<file path="config.mk">
export PLATFORM = sky130hd
export DESIGN_NAME = fifo_uart_tx
export DESIGN_NICKNAME = d
export VERILOG_FILES = /design/src/rtl/fifo_uart_tx.sv
export SDC_FILE = /design/constraint.sdc
export NUM_CORES = 1
export LEC_CHECK = 0
export CAP_MARGIN = 20
export CELL_PAD_IN_SITES_DETAIL_PLACEMENT = 1
export CELL_PAD_IN_SITES_GLOBAL_PLACEMENT = 1
export CORE_AREA = 2 2 59 61
export DETAILED_ROUTE_END_ITERATION = 8
export DIE_AREA = 0 0 61 63
export PLACE_DENSITY = 0.86
export SETUP_SLACK_MARGIN = 0.15
export SLEW_MARGIN = 5
export SYNTH_ARGS = -nofsm -noshare
export SYNTH_HDL_FRONTEND = slang
export SYNTH_SLANG_ARGS = --single-unit
</file>
<file path="constraint.sdc">
create_clock -name clk -period 2.3 [get_ports clk]
set_input_delay 0.46 -clock clk [delete_from_list [all_inputs] [get_ports clk]]
set_output_delay 0.46 -clock clk [all_outputs]
set_load 0.005 [all_outputs]
</file>
<file path="src/rtl/fifo_uart_tx.sv">
// UART transmit stage that pops words from the shared synchronous FIFO.
// Frame: start, WIDTH data bits LSB first, optional parity, 1 or 2 stop bits.
module fifo_uart_tx #(
  parameter int WIDTH        = 8,
  parameter int CLKS_PER_BIT = 16,
  parameter int PARITY_EN    = 0,
  parameter int PARITY_ODD   = 0,
  parameter int STOP_BITS    = 1
) (
  input  logic             clk,
  input  logic             reset,
  input  logic             enable,
  input  logic             fifo_empty,
  input  logic             fifo_wr_en,
  input  logic [WIDTH-1:0] fifo_rdata,
  output logic             fifo_rd_en,
  output logic             tx,
  output logic             busy,
  output logic             frame_done
);

  localparam int BW = $clog2(CLKS_PER_BIT);
  localparam int CW = $clog2(WIDTH + 1);
  localparam logic [BW-1:0] BAUD_LAST = BW'(CLKS_PER_BIT - 1);
  localparam logic [CW-1:0] DATA_LAST = CW'(WIDTH - 1);
  localparam logic [CW-1:0] STOP_LAST = CW'(STOP_BITS - 1);
  localparam logic          ODD       = (PARITY_ODD != 0);

  typedef enum logic [2:0] {
    IDLE,
    FETCH,
    LOAD,
    START,
    DATA,
    PARITY,
    STOP
  } state_t;

  state_t           state_q, state_n;
  logic [WIDTH-1:0] shift_q, shift_n;
  logic [BW-1:0]    baud_q, baud_n;
  logic [CW-1:0]    bit_q, bit_n;
  logic             par_q, par_n;
  logic             tx_q, tx_n;
  logic             done_q, done_n;
  logic             baud_last;

  assign baud_last  = (baud_q == BAUD_LAST);
  assign tx         = tx_q;
  assign busy       = (state_q != IDLE);
  assign frame_done = done_q;

  always_ff @(posedge clk) begin
    if (reset) begin
      state_q <= IDLE;
      shift_q <= '0;
      baud_q  <= '0;
      bit_q   <= '0;
      par_q   <= 1'b0;
      tx_q    <= 1'b1;
      done_q  <= 1'b0;
    end else begin
      state_q <= state_n;
      shift_q <= shift_n;
      baud_q  <= baud_n;
      bit_q   <= bit_n;
      par_q   <= par_n;
      tx_q    <= tx_n;
      done_q  <= done_n;
    end
  end

  always_comb begin
    state_n    = state_q;
    shift_n    = shift_q;
    baud_n     = baud_q;
    bit_n      = bit_q;
    par_n      = par_q;
    done_n     = 1'b0;
    fifo_rd_en = 1'b0;

    unique case (state_q)
      IDLE: begin
        if (enable && !fifo_empty) state_n = FETCH;
      end
      FETCH: begin
        // The FIFO drops reads that collide with a write, so wait them out.
        fifo_rd_en = !fifo_wr_en;
        if (!fifo_wr_en) state_n = LOAD;
      end
      LOAD: begin
        shift_n = fifo_rdata;
        par_n   = (^fifo_rdata) ^ ODD;
        baud_n  = '0;
        bit_n   = '0;
        state_n = START;
      end
      START: begin
        baud_n = baud_last ? '0 : baud_q + 1'b1;
        if (baud_last) state_n = DATA;
      end
      DATA: begin
        baud_n = baud_last ? '0 : baud_q + 1'b1;
        if (baud_last) begin
          shift_n = shift_q >> 1;
          if (bit_q == DATA_LAST) begin
            bit_n   = '0;
            state_n = (PARITY_EN != 0) ? PARITY : STOP;
          end else begin
            bit_n = bit_q + 1'b1;
          end
        end
      end
      PARITY: begin
        baud_n = baud_last ? '0 : baud_q + 1'b1;
        if (baud_last) state_n = STOP;
      end
      STOP: begin
        baud_n = baud_last ? '0 : baud_q + 1'b1;
        if (baud_last) begin
          if (bit_q == STOP_LAST) begin
            bit_n   = '0;
            done_n  = 1'b1;
            state_n = IDLE;
          end else begin
            bit_n = bit_q + 1'b1;
          end
        end
      end
      default: state_n = IDLE;
    endcase
  end

  // Line level follows the next state so tx lines up with state_q.
  always_comb begin
    tx_n = 1'b1;
    unique case (state_n)
      START:   tx_n = 1'b0;
      DATA:    tx_n = shift_n[0];
      PARITY:  tx_n = par_n;
      default: tx_n = 1'b1;
    endcase
  end

endmodule
</file>
# Yosys cells after proc, flatten, opt, wreduce, memory -nomap -nowiden
# Cells that the tools add are included.
[totals] reg_bits=22 latchBits=0 ram_bits=0 romBits=0 wordCells=61 mem_count=0
[classes] add_sub_neg=2 mul=0 n_div=0 n_lt_le_gt_ge=0 n_eq_ne=13 shifts=0 muxes=22 bitwise=2 reduce_logical=14
[op_table] op="3-bit 2-to-1 mux" count=8
[op_table] op="3-bit case mux with 7 select lines" count=1
[op_table] op="4-bit 2-to-1 mux" count=5
[op_table] op="8-bit case mux with 2 select lines" count=1
[op_table] op="3-bit equality test (second input constant)" count=5
[op_table] op="4-bit case mux with 3 select lines" count=1
[op_table] op="3-bit by 2-bit equality test with 1-bit output (second input constant)" count=3
[op_table] op="4-bit by 1-bit adder with 4-bit output (second input constant)" count=2
[op_table] op="8-bit 2-to-1 mux" count=1
[op_table] op="4-bit case mux with 2 select lines" count=1
[op_table] op="8-bit parity" count=1
[op_table] op="3-bit nonzero test" count=2
[op_table] op="4-bit by 3-bit equality test with 1-bit output (second input constant)" count=1
[op_table] op="4-bit equality test (second input constant)" count=1
[op_table] op="4-bit zero test" count=1
[op_table] op="2-bit inequality test (second input constant)" count=2
[op_table] op="2-bit nonzero test" count=2
[op_table] op="4-bit OR reduction" count=1
[op_table] op="3-bit by 1-bit equality test with 1-bit output (second input constant)" count=1
[op_table] op="3-bit zero test" count=1
[op_table] op="1-bit 2-to-1 mux" count=3
[op_table] op="1-bit case mux with 3 select lines" count=1
[op_table] op="3-bit AND reduction" count=1
[op_table] op="3-bit OR reduction" count=1
[op_table] op="other kinds (4)" count=6

# Depth between registers and ports, before layout
# Gate-level depths: netlist of the first run.
[logic_depth] word_depth=6 ltp_mapped=7 depth_no_buf=7

# Worst setup path after synthesis of the first run
# No wires, ideal clock.
[synth_path] path_kind="register to register" from="register baud_q[0]" to="register tx_q (netlist: tx)" setup_time_ns=0.142 arrival_time_ns=1.802 slack_ns=0.356 path_stages_with_launch=7 period_less_slack_ns=1.944 cell_sequence="dfxtp_1 -> ha_1 -> and3_1 -> a31oi_4 -> a221o_1 -> a2111oi_2 -> o221ai_1"
[synth_between] elab_chain_len=5 elab_cells_between_ends=12 classes_between="4 x eq/ne; 8 x mux"
[synth_lines] element="from (decl)" line_no="41" text="logic [BW-1:0] baud_q, baud_n;"
[synth_lines] element="from (signal assigned)" line_no="65" text="baud_q <= baud_n;"
[synth_lines] element="4-bit equality test (*)" line_no="48" text="assign baud_last = (baud_q == BAUD_LAST);"
[synth_lines] element="3-bit 2-to-1 mux (on tied branches)"
[synth_lines] element="3-bit case mux with 7 select lines" line_no="82" text="unique case (state_q)"
[synth_lines] element="3-bit equality test / 3-bit by 2-bit equality test with 1-bit output (equally long branches)" line_no="137" text="unique case (state_n)"
[synth_lines] element="1-bit case mux with 3 select lines (*)" line_no="137"
[synth_lines] element="to (signal assigned)" line_no="68" text="tx_q <= tx_n;"
[synth_lines] element="to (decl)" line_no="44" text="logic tx_q, tx_n;"
# Every way passes the cells marked *; elsewhere a longest branch is shown, timed or not. The select of a mux whose other input is x is not followed.
# A chain may end at the register's enable or synchronous reset.

# Final worst setup path of the first run
# Ends and elaborated chain as after synthesis.

==> impl_metrics.csv, run 1 <==
group,metric,value,unit
synthesis,synth_cells,152,
routing,antenna_left,0,
sta,clock.fmax,0.483,GHz
pwr,vdd_ir_drop_max,0.203,mV
hold_path,min_path_type,"reg -> reg",
die,ios,17,
finish,n_fill_cell,409,
sta,min_period_over_period,0.900,
finish,multi_input_area,774,um2
worst_setup_path,crit_required,2.46,ns
finish,final_net_count,188,
pwr,seq_power_share,0.607,
synthesis,async_reset_ff_frac,0,
pwr,pwr-share-comb,0.131,
cts,cts_tree,"yes",
worst_setup_path,arrival,2.23,ns
placed_design,hpwl,2510,um
synthesis,synth_edf_count,0,
sta,setup_violations,0,
worst_setup_path,r2r_slack,0.23,ns
cts,clk_pin_slew,0.11,ns
grt,grt_pass1_vias,1194,
placed_design,portBuffers,16,
grt,grt_overflow_total,0,
placed_design,dp_slack,0.162,ns
die,dieArea,3840,um2
pwr,leakagePower,0.543,nW
sta,tightest_slew,0.541,ns
grt,grt_pass1_wl,5290,um
finish,layout_commonest_cell,"dfxtp_1",
sta,slew_violations,0,
worst_setup_path,crit_fanout,9,
synthesis,syn_area,1250,um2
worst_setup_path,endpoint_kind,"register",
cts,cts_inserted_buffers,3,
cts,cts_htree_levels,1,
run,cap_violations,0,
synthesis,syn_nets,168,
routing,drc,0,
die,dieHeight,63,um
sta,rsz0062_at_grt,"yes",
sta,period_needed,2.07,ns
synthesis,yosysWarnings,0,
routing,first_iter_violations,18,
pwr,fin_total_pwr,0.000643,W
pwr,pwr-share-clk,0.262,
finish,diodes,0,
pwr,switching_share,0.234,
finish,synthToLayoutAreaGrowth,22.8,%
pwr,intPower,0.000493,W
routing,wire_per_inst,15.3,um
routing,first_pass_iters,2,
grt,grt_max_degree,17,
synthesis,yosysSeqAreaShare,0.352,
die,initial_utilization,0.387,
sta,maxSlewHeadroom,0.639,
routing,wl,3300,um
sta,finalHoldViolations,0,
pwr,p_per_area,418,nW/um2
cts,cts_hold_buf,0,
routing,vias,1184,
sta,setup_tns,0,ns
cts,clockBufferDepth,2,
cts,insertion_delay,0.29,ns
synthesis,synth_seq_cells,22,
die,fp.coreArea,3230,um2
grt,antenna_found_initial,0,
finish,area.sequential,448,um2
die,die_x,61,um
routing,vias_per_cell,5.48,
sta,fin_ws,0.230,ns
worst_setup_path,path_class,"reg -> reg",
worst_setup_path,cp-start-kind,"register",
die,rows,21,
grt,track_usage,0.178,
finish,layout-drive-gt1-share,0.129,
cts,cts.sinks,22,
cts,cts-root-buf,"clkbuf_4",
pwr,p_switching,0.000150,W
synthesis,yosysUniqueCellTypes,39,
cts,postCtsSetupRepairBufs,0,
sta,fin_worst_skew,0.00382,ns
synthesis,synth_ff_type,"dfxtp_1",
outcome,outcome,"finished, final reports clean",
finish,layout_common_cells,"dfxtp_1 (18), clkdlybuf4s50_1 (15), nor2_1 (14), a21oi_1 (13)",
synthesis,avgSynthCellArea,8.23,um2
placed_design,place.gp.congestion,0.847,
[registers in the layout (all words and copies together) (netlist names)]
name	flops
par_q	1
baud_q	4
tx	1
frame_done	1
shift_q	8
bit_q	4
state_q	3
[path summary, 6_finish.rpt]
path,startpoint,endpoint,cells after the start
worst min register to register,shift_q[5],shift_q[5],2
worst max register to register,baud_q[0],tx,7
worst max-delay path,baud_q[0],tx,7
worst min-delay path,shift_q[5],shift_q[5],2
[Yosys cell counts, drive strengths merged (3+ instances only)]
| cell | number | share of area |
|---|---|---|
| dfxtp | 22 | 0.35 |
| nor2 | 15 | 0.045 |
| a21oi | 13 | 0.052 |
| nand2 | 11 | 0.033 |
| o21ai | 11 | 0.044 |
| a22oi | 10 | 0.060 |
| xnor2 | 8 | 0.056 |
| nand3 | 7 | 0.032 |
| clkbuf | 6 | 0.019 |
| inv | 5 | 0.015 |
| nand2b | 4 | 0.020 |
| nor2b | 4 | 0.020 |
| nor3 | 4 | 0.016 |
| ha | 3 | 0.030 |
| nor3b | 3 | 0.022 |
[critical path, cell delays in order (launching register included)]
cell	delay, ns
dfxtp_2	0.36
ha_1	0.23
buf_4	0.17
nand3_4	0.13
nor3_1	0.09
a221o_1	0.39
a2111oi_2	0.37
o221ai_1	0.19
[stage by stage]
step                instances  hold slack, ns  cell area [um2]  utilization
floorplan                 152           0.436             1250            -
global route              216           0.500             1540        0.475
finish                    216           0.468             1540        0.475
CTS                       216           0.476             1510        0.468
global placement          213           0.444             1490        0.460
detailed placement        213           0.459             1490        0.460
[cell families after synthesis]
family	Yosys count	share of synthesized area
compound gates	46	0.254
flops	22	0.352
xor+xnor	10	0.0700
buf+inv	13	0.0440
mux	1	0.00900
simple gates	57	0.241
fa+ha+maj	3	0.0300
[area by class of cell]
class / instances / share of cell area
flip-flops and latches: 22 / 0.292
repair buffers: 23 / 0.140
clock buffers: 3 / 0.0147
multi-input cells: 117 / 0.504
well taps: 46 / 0.0375
inverters: 5 / 0.0122
[power by group through the flow]
stage	logic (W)	clock network (W)	registers, W
5_1_grt	0.0000912	0.000199	0.000391
3_3_place_gp	0.0000819	0	0.000399
2_1_floorplan	0.0000472	0	0.000395
4_1_cts	0.0000851	0.000176	0.000391
6_report	0.0000845	0.000168	0.000390
3_5_place_dp	0.0000841	0	0.000399
[what timing repair did]
item,in CTS,in global routing
pin swaps,0,0
gates resized for setup,2,9
setup endpoints to repair,2,3
cloned,0,0
[per-layer routing]
| layer | GRT usage | share of wire | wire length, um | vias up |
|---|---|---|---|---|
| met5 | 0 | 0 | 0 | - |
| met4 | 0.0299 | 0.0061 | 20 | 0 |
| met3 | 0.0311 | 0.030 | 99 | 2 |
| met2 | 0.335 | 0.51 | 1700 | 16 |
| met1 | 0.203 | 0.45 | 1480 | 582 |
| li1 | - | - | - | 584 |
No activity file was read; power rests on OpenSTA's default activity.
==> inputs of run 2 (changes only) <==
Settings changed: CORE_AREA 2 2 59 61 to 2 2 66 56, DIE_AREA 0 0 61 63 to 0 0 68 58, PLACE_DENSITY 0.86 to 0.84.
==> impl_metrics.csv, run 2 (synthesized netlist as in run 1, its figures left out) <==
group,metric,value,unit
cts,cts.sinks,22,
worst_setup_path,path_class,"in -> out",
hold_path,hold_path_startpoint,"shift_q[5]",
sta,period_needed,2.10,ns
die,dieHeight,58,um
worst_setup_path,arrival,1.64,ns
sta,tightest_slew,0.594,ns
sta,fin_ws,0.200,ns
routing,wl,3470,um
hold_path,worstHoldEndpoint,"shift_q[5]",
die,dieArea,3940,um2
cts,cts_tree,"yes",
finish,synthToLayoutAreaGrowth,24.3,%
die,rows,19,
finish,diodes,0,
sta,rsz0062_at_grt,"yes",
routing,wire_per_inst,16.2,um
cts,clockBufferDepth,2,
routing,vias,1192,
sta,maxSlewHeadroom,0.600,
run,cap_violations,0,
finish,layout-drive-gt1-share,0.128,
placed_design,portBuffers,16,
die,initial_utilization,0.381,
hold_path,min_path_cells,2,
hold_path,min_path_type,"reg -> reg",
grt,antenna_found_initial,0,
pwr,leakagePower,0.542,nW
sta,min_period_over_period,0.913,
worst_setup_path,r2r_slack,0.27,ns
cts,clk_pin_slew,0.07,ns
sta,setup_tns,0,ns
worst_setup_path,r2r_start,"baud_q[0]",
sta,finalHoldViolations,0,
cts,cts_htree_levels,1,
finish,final_net_count,190,
worst_setup_path,startpoint,"fifo_wr_en",
finish,layout_common_cells,"dfxtp_1 (20), clkdlybuf4s50_1 (16), nor2_1 (14), a21oi_1 (13)",
sta,clock.fmax,0.476,GHz
worst_setup_path,worstRegToRegCells,7,
grt,grt_max_degree,16,
grt,grt_overflow_total,0,
outcome,outcome,"finished, final reports clean",
cts,insertion_delay,0.26,ns
die,ios,17,
worst_setup_path,cp-start-kind,"primary input",
worst_setup_path,crit_required,1.84,ns
sta,slew_violations,0,
grt,grt_pass1_vias,1246,
placed_design,hpwl,2670,um
routing,first_pass_iters,4,
worst_setup_path,crit_fanout,2,
routing,antenna_left,0,
worst_setup_path,endpoint_kind,"output pin",
cts,cts_inserted_buffers,3,
placed_design,dp_slack,0.151,ns
cts,cts_hold_buf,0,
finish,layout_commonest_cell,"dfxtp_1",
finish,top_regs,"shift_q x8, baud_q x4, bit_q x4",
placed_design,place.gp.congestion,0.850,
finish,regMostFlops,"shift_q",
die,fp.coreArea,3280,um2
pwr,vdd_ir_drop_max,0.270,mV
die,die_x,68,um
worst_setup_path,regToRegEndpoint,"tx",
sta,fin_worst_skew,0.00485,ns
grt,grt_pass1_wl,5880,um
finish,largest_reg_flops,8,
pwr,p_per_area,460,nW/um2
grt,track_usage,0.198,
sta,setup_violations,0,
pwr,fin_total_pwr,0.000715,W
routing,drc,0,
cts,cts-root-buf,"clkbuf_8",
routing,vias_per_cell,5.57,
routing,first_iter_violations,79,
run 2: cell types whose count changed in the layout (fill, tap and decap cells not counted):
cell,before,now
clkdlybuf4s50_1,15,16
dfxtp_2,3,1
nor2_4,1,0
buf_4,7,9
dlymetal6s2s_1,1,0
nor2_2,0,1
dfxtp_1,18,20
clkbuf_4,3,0
clkbuf_8,0,3
run 2: area by class of cell:
cell class / count / area [um2]
clock buffers: 3 / 41.3
multi-input cells: 117 / 769
fillers: 398 / 1730
repair buffers: 25 / 228
well taps: 42 / 52.6
inverters: 5 / 18.8
flip-flops and latches: 22 / 445
run 2: metal layers:
metal | up-vias | track usage | share of wire
met5 | - | 0 | 0
met4 | 0 | 0.0314 | 0.0049
met3 | 2 | 0.0427 | 0.026
met2 | 18 | 0.341 | 0.52
met1 | 587 | 0.256 | 0.45
li1 | 585 | - | -
run 2: what timing repair did:
action / CTS / global route
cloned: 0 / 0
buffers inserted: 0 / 1
hold endpoints to repair: 0 / 0
endpoints found under the setup margin: 1 / 2
gates resized for setup: 2 / 5
run 2: worst max-delay path, stage by stage:
cell and delay [ns]:
clkdlybuf4s50_1 0.43, nor2b_2 0.13, and2_1 0.13, clkdlybuf4s50_1 0.49
run 2: how the worst max path moves through the flow:
stage                 end  slack, ns  cells after the start
2_1_floorplan          tx       0.36                      6
3_3_place_gp   fifo_rd_en       0.20                      4
3_5_place_dp           tx       0.15                      6
4_1_cts        fifo_rd_en       0.16                      4
5_1_grt                tx       0.14                      6
6_report       fifo_rd_en       0.20                      4
run 2: power by group:
group          switching, W  internal [W]  total (W)  leakage [nW]
clock network      0.000121      0.000117   0.000238        0.0216
registers        0.00000434      0.000383   0.000388         0.179
logic             0.0000390     0.0000500  0.0000890         0.342
total              0.000165      0.000550   0.000715         0.542
run 2: per-stage QoR:
stage / cells / util / hold slack (ns) / cell area, um2
after global placement: 210 / 0.453 / 0.444 / 1490
final: 214 / 0.474 / 0.469 / 1560
after CTS: 213 / 0.467 / 0.476 / 1530
after floorplan: 152 / - / 0.436 / 1250
after global routing: 214 / 0.474 / 0.495 / 1560
after detailed placement: 210 / 0.453 / 0.463 / 1490
==> inputs of run 3 (changes only) <==
Settings changed: SLEW_MARGIN 5 to 25.
==> results of run 3 <==
No change in the layout: final DEF, timing and power equal those of run 2.
